### src/rtl/serial_add_sub_if.sv
// Operand/result bundle for the chunk-serial adder/subtractor.
// The master drives the request; the slave returns status and result.
interface serial_add_sub_if #(
    parameter int WIDTH = 16
);
    logic             start;
    logic             sub;
    logic [WIDTH-1:0] a;
    logic [WIDTH-1:0] b;
    logic             cin;
    logic             busy;
    logic             done;
    logic [WIDTH-1:0] sum;
    logic             cout;
    logic             ovf;

    modport master (
        output start, sub, a, b, cin,
        input  busy, done, sum, cout, ovf
    );

    modport slave (
        input  start, sub, a, b, cin,
        output busy, done, sum, cout, ovf
    );
endinterface

### src/rtl/serial_add_sub.sv
// Chunk-serial add/subtract: CHUNK bits per clock, LSB chunk first, N = WIDTH/CHUNK cycles.
// Subtract is a + ~b + 1, so cout reads as not-borrow.
module serial_add_sub #(
    parameter int WIDTH = 16,
    parameter int CHUNK = 4
) (
    input  logic              clk,
    input  logic              rst,
    serial_add_sub_if.slave   bus
);
    localparam int N   = WIDTH / CHUNK;
    localparam int K_W = (N > 1) ? $clog2(N) : 1;
    localparam logic [K_W-1:0] K_LAST = K_W'(N - 1);

    localparam logic [1:0] S_IDLE = 2'd0;
    localparam logic [1:0] S_RUN  = 2'd1;
    localparam logic [1:0] S_DONE = 2'd2;

    logic [1:0]       r_state;
    logic [WIDTH-1:0] r_a;
    logic [WIDTH-1:0] r_b;
    logic             r_carry;
    logic [K_W-1:0]   r_k;
    logic [CHUNK-1:0] r_res [N];
    logic [WIDTH-1:0] r_sum;
    logic             r_cout;
    logic             r_ovf;

    logic [CHUNK-1:0] w_a_chunk;
    logic [CHUNK-1:0] w_b_chunk;
    logic [CHUNK-1:0] w_chunk_sum;
    logic             w_chunk_cout;
    logic             w_msb_cin;
    logic             w_last;
    logic [WIDTH-1:0] w_result;

    generate
        if (N == 1) begin : g_single
            assign w_a_chunk = r_a;
            assign w_b_chunk = r_b;
        end else begin : g_multi
            logic [CHUNK-1:0] w_a_chunks [N];
            logic [CHUNK-1:0] w_b_chunks [N];
            for (genvar gi = 0; gi < N; gi++) begin : g_slice
                assign w_a_chunks[gi] = r_a[gi*CHUNK +: CHUNK];
                assign w_b_chunks[gi] = r_b[gi*CHUNK +: CHUNK];
            end
            assign w_a_chunk = w_a_chunks[r_k];
            assign w_b_chunk = w_b_chunks[r_k];
        end
    endgenerate

    // Final word merges the chunk being produced this cycle with those already stored.
    generate
        for (genvar gi = 0; gi < N; gi++) begin : g_merge
            assign w_result[gi*CHUNK +: CHUNK] = (r_k == K_W'(gi)) ? w_chunk_sum : r_res[gi];
        end
    endgenerate

    assign {w_chunk_cout, w_chunk_sum} = {1'b0, w_a_chunk} + {1'b0, w_b_chunk}
                                       + {{CHUNK{1'b0}}, r_carry};
    // Carry into the MSB recovered from the MSB sum bit instead of a per-bit chain.
    assign w_msb_cin = w_a_chunk[CHUNK-1] ^ w_b_chunk[CHUNK-1] ^ w_chunk_sum[CHUNK-1];
    assign w_last    = (r_k == K_LAST);

    always_ff @(posedge clk or posedge rst) begin
        if (rst) begin
            r_state <= S_IDLE;
            r_a     <= '0;
            r_b     <= '0;
            r_carry <= 1'b0;
            r_k     <= '0;
            r_sum   <= '0;
            r_cout  <= 1'b0;
            r_ovf   <= 1'b0;
            for (int i = 0; i < N; i++) begin
                r_res[i] <= '0;
            end
        end else begin
            case (r_state)
                S_IDLE, S_DONE: begin
                    if (bus.start) begin
                        r_a     <= bus.a;
                        r_b     <= bus.sub ? ~bus.b : bus.b;
                        r_carry <= bus.sub ? 1'b1 : bus.cin;
                        r_k     <= '0;
                        r_state <= S_RUN;
                    end else begin
                        r_state <= S_IDLE;
                    end
                end
                S_RUN: begin
                    for (int i = 0; i < N; i++) begin
                        if (r_k == K_W'(i)) begin
                            r_res[i] <= w_chunk_sum;
                        end
                    end
                    r_carry <= w_chunk_cout;
                    if (w_last) begin
                        r_sum   <= w_result;
                        r_cout  <= w_chunk_cout;
                        r_ovf   <= w_msb_cin ^ w_chunk_cout;
                        r_k     <= '0;
                        r_state <= S_DONE;
                    end else begin
                        r_k <= r_k + 1'b1;
                    end
                end
                default: r_state <= S_IDLE;
            endcase
        end
    end

    assign bus.busy = (r_state == S_RUN);
    assign bus.done = (r_state == S_DONE);
    assign bus.sum  = r_sum;
    assign bus.cout = r_cout;
    assign bus.ovf  = r_ovf;
endmodule
### src/flat_wrapper.sv
// flat-port wrapper written by rule: the top's interface ports become plain ports
module serial_add_sub_flat 
#(
    parameter int WIDTH = 16,
    parameter int CHUNK = 4
)
  (clk, rst, bus_start, bus_sub, bus_a, bus_b, bus_cin, bus_busy, bus_done, bus_sum, bus_cout, bus_ovf);
  serial_add_sub_if #(.WIDTH(WIDTH)) bus_i ();
  input  logic clk;
  input  logic rst;
  input wire logic [$bits(bus_i.start)-1:0] bus_start;
  input wire logic [$bits(bus_i.sub)-1:0] bus_sub;
  input wire logic [$bits(bus_i.a)-1:0] bus_a;
  input wire logic [$bits(bus_i.b)-1:0] bus_b;
  input wire logic [$bits(bus_i.cin)-1:0] bus_cin;
  output wire logic [$bits(bus_i.busy)-1:0] bus_busy;
  output wire logic [$bits(bus_i.done)-1:0] bus_done;
  output wire logic [$bits(bus_i.sum)-1:0] bus_sum;
  output wire logic [$bits(bus_i.cout)-1:0] bus_cout;
  output wire logic [$bits(bus_i.ovf)-1:0] bus_ovf;
  assign bus_i.start = bus_start;
  assign bus_i.sub = bus_sub;
  assign bus_i.a = bus_a;
  assign bus_i.b = bus_b;
  assign bus_i.cin = bus_cin;
  assign bus_busy = bus_i.busy;
  assign bus_done = bus_i.done;
  assign bus_sum = bus_i.sum;
  assign bus_cout = bus_i.cout;
  assign bus_ovf = bus_i.ovf;
  serial_add_sub #(.WIDTH(WIDTH), .CHUNK(CHUNK)) u_core (.clk(clk), .rst(rst), .bus(bus_i));
endmodule
### config.mk
export PLATFORM = sky130hd
export DESIGN_NAME = serial_add_sub_flat
export DESIGN_NICKNAME = d
export VERILOG_FILES = /design/src/rtl/serial_add_sub_if.sv /design/src/rtl/serial_add_sub.sv /design/src/flat_wrapper.sv
export SDC_FILE = /design/constraint.sdc
export NUM_CORES = 1
export LEC_CHECK = 0
export ABC_AREA = 1
export BUFFER_PORTS_ARGS = -buffer_cell sky130_fd_sc_hd__buf_4
export CAP_MARGIN = 25
export CORE_MARGIN = 2
export CORE_UTILIZATION = 50
export DETAILED_ROUTE_END_ITERATION = 12
export GPL_ROUTABILITY_DRIVEN = 0
export GPL_TIMING_DRIVEN = 0
export PLACE_DENSITY = 0.83
export SLEW_MARGIN = 20
export SYNTH_ARGS = -nofsm -noshare
export SYNTH_HDL_FRONTEND = slang
export SYNTH_SLANG_ARGS = --single-unit
### constraint.sdc
create_clock -name clk -period 2.2 [get_ports clk]
set_input_delay 0.22 -clock clk [delete_from_list [all_inputs] [get_ports clk]]
set_output_delay 0.22 -clock clk [all_outputs]
set_load 0.1 [all_outputs]
==> results.md <==
- Vias in the first global route: 2716
- Commonest non-fill, non-tap cell in the layout: nand2_1
- Worst Hold Class: input port to flop
- Synth Warn #: 0
- DRC Markers: 0
- Final worst slack: -0.142 ns
- Die Ht: 84.4 µm
- CTS tree: done
- Largest net degree at the start of global routing: 41
- Flops & latches, synth: 67
- Initial antenna violation count: 0
- H-tree Lvls: 3
- Pre-CTS WS: -0.302 ns
- Core Area: 6310 µm²
- Row Count: 29
- Non-Filler Instances: 507
- Worst-Skew Late Latency: 0.35 ns
- Starting Density: 51.2%
- Netlist cell types: 26
- Slew Viols, Final: 0
- Die Wd: 84.4 µm
- WL final: 7860 µm
- IO buf count: 55
- Final Hold Slack: 0.0992 ns
- First DRT Iteration DRCs: 109
- Fin nets: 471
- Type of origin of the critical path: flop
- Max-Cap Viols: 0
- Final period util: 106%
- Finish-stage setup viols: 15
- WS Path Type: flop to flop
- Slew @ Worst Pin: 0.359 ns
- Hpwl dp: 5190 µm
- Worst path required time: 2.45 ns
- Outcome: finished with violations
- Minimum clock period after layout: 2.34 ns
- Violations in the final reports: negative setup slack
- Syn nets: 391
- Max Fanout on Critical Path: 6
- CP Capture Type: flop
- Clock sink count: 67
- Final clock skew: 0.00851 ns
- Worst endpoint data arrival time: 2.59 ns
- Register area share after synthesis: 51.8%
- Avg Inst Size Synth: 9.37 µm²
- Placed cell count: 478
- IO Pins: 57
- Total grt overflow: 0
- Root buffer cell: clkbuf_8
- Routed len/inst: 15.5 µm
- Clk slew on worst S/H paths: 0.07 ns
- Syn Inst Count: 345
- First-pass GRT wire length: 12800 µm
- Fraction of layout cells with a size suffix above 1: 36.7%
- Leading cell types in the layout, fill and taps excluded: 87 x nand2_1, 69 x buf_4, 65 x dfrtp_1
- RSZ-0062 raised after global routing: yes
- Final hold vios: 0
- Synthesized area: 3230 µm²
- Worst relative slew slack: 76.0%
- CTS max path bufs: 2
- Via Count: 2737
- Die Area: 7130 µm²
- Global Route Usage Sum: 22.8%
- Ant diodes: 0
- DRT Pass-1 Iters: 5
- Antenna Violating Nets Remaining: 0
- DR vias/cell: 5.40
- Fmax: 0.427 GHz
- Cts bufs inserted: 9
- Area growth from synthesis to layout: 30.4%
==> synthesized netlist by cell type (all sizes together) <==
cell,count,area [µm²]
nand2,90,340
dfrtp,67,1680
o21ai,58,302
nor2,21,103
inv,18,67.6
nand3,18,90.1
xnor2,17,149
mux2,16,180
buf,13,93.8
o22ai,8,50.1
ha,7,87.6
or2,3,18.8
a21oi,2,10.0
clkbuf,2,7.51
fa,2,40.0
clkinv,1,3.75
o211ai,1,7.51
o21a,1,7.51
==> routing by layer <==
layer	up-vias	wire length [µm]	GRT usage, %
met4	0	238	10.4
met5	-	0	0
met2	104	4050	40.0
li1	1302	-	-
met3	25	402	3.83
met1	1306	3160	27.7
==> worst max-delay path, stage by stage, from the launching register on <==
cell     delay (ns)
dfrtp_2        0.48
buf_6          0.16
buf_4          0.13
buf_4          0.14
nor2_1         0.12
o22ai_1        0.11
ha_1           0.40
nand2_1        0.07
inv_1          0.13
nand2_1        0.10
nand3_2        0.09
nand3_1        0.14
nand3_2        0.12
nand2_1        0.06
==> through the flow <==
stage	util, %	TNS [ns]	instance area, µm²
CTS	65.6	-0.731	4140
global placement	60.0	-29.36	3790
floorplan	-	0	3280
finish	66.8	-1.37	4220
global route	66.8	-2.72	4220
detailed placement	60.4	-3.36	3810
==> path summary, 6_finish.rpt <==
| kind | slack [ns] | end | cells past startpoint | start |
|---|---|---|---|---|
| setup / recovery | -0.14 | u_core.bus.ovf$_DFFE_PP0P_ | 13 | u_core.r_k[0]$_DFFE_PP0P_ |
| hold / removal | 0.1 | u_core.r_a[12]$_DFFE_PP0P_ | 2 | bus_a[12] |
| setup reg to reg | -0.14 | u_core.bus.ovf$_DFFE_PP0P_ | 13 | u_core.r_k[0]$_DFFE_PP0P_ |
| hold reg to reg | 0.47 | u_core.bus.sum[9]$_DFFE_PP0P_ | 2 | u_core.bus.sum[9]$_DFFE_PP0P_ |
| max in group asynchronous | 1.27 | u_core.r_a[14]$_DFFE_PP0P_ | 4 | rst |
| min in group asynchronous | 0.40 | u_core.r_state[1]$_DFFE_PP0P_ | 3 | rst |
==> area by class of cell <==
cell class                      instances  area (µm²)
Buffer                                 15         118
Clock buffer                           13         139
Clock inverter                          3        15.0
Fill cell                             505        2100
Inverter                               19        77.6
Multi-Input combinational cell        244        1550
Sequential cell                        67        1680
Tap cell                               77        96.3
Timing Repair Buffer                   69         541
==> sequential cells by signal, indices dropped and copies added, names as in the netlist, 2 cells and up <==
| signal | cells |
|---|---|
| u_core.r_state | 2 |
| u_core.r_k | 2 |
| u_core.r_a | 16 |
| u_core.r_res | 12 |
| u_core.bus.sum | 16 |
| u_core.r_b | 16 |
==> repair_timing <==
item	in CTS	in global routing
endpoints found under the hold margin	27	0
cloned	0	0
endpoints found under the setup margin	17	22
pin swaps	8	2
hold buffers	1	0
resized for setup	25	16
buffers inserted	11	1
==> cells by family (layout without fill, tap and decap cells) <==
logic type | after synthesis | count (layout) | share of synthesized area [%]
simple gates | 132 | 132 | 17.1
compound gates | 70 | 70 | 11.6
flops | 67 | 67 | 51.8
buf+inv | 34 | 119 | 5.34
xor+xnor | 17 | 17 | 4.60
mux | 16 | 16 | 5.57
fa+ha+maj | 9 | 9 | 3.95
Power is not shown: default switching activity piles up to over one toggle a cycle in this logic, so the estimate is an artifact.
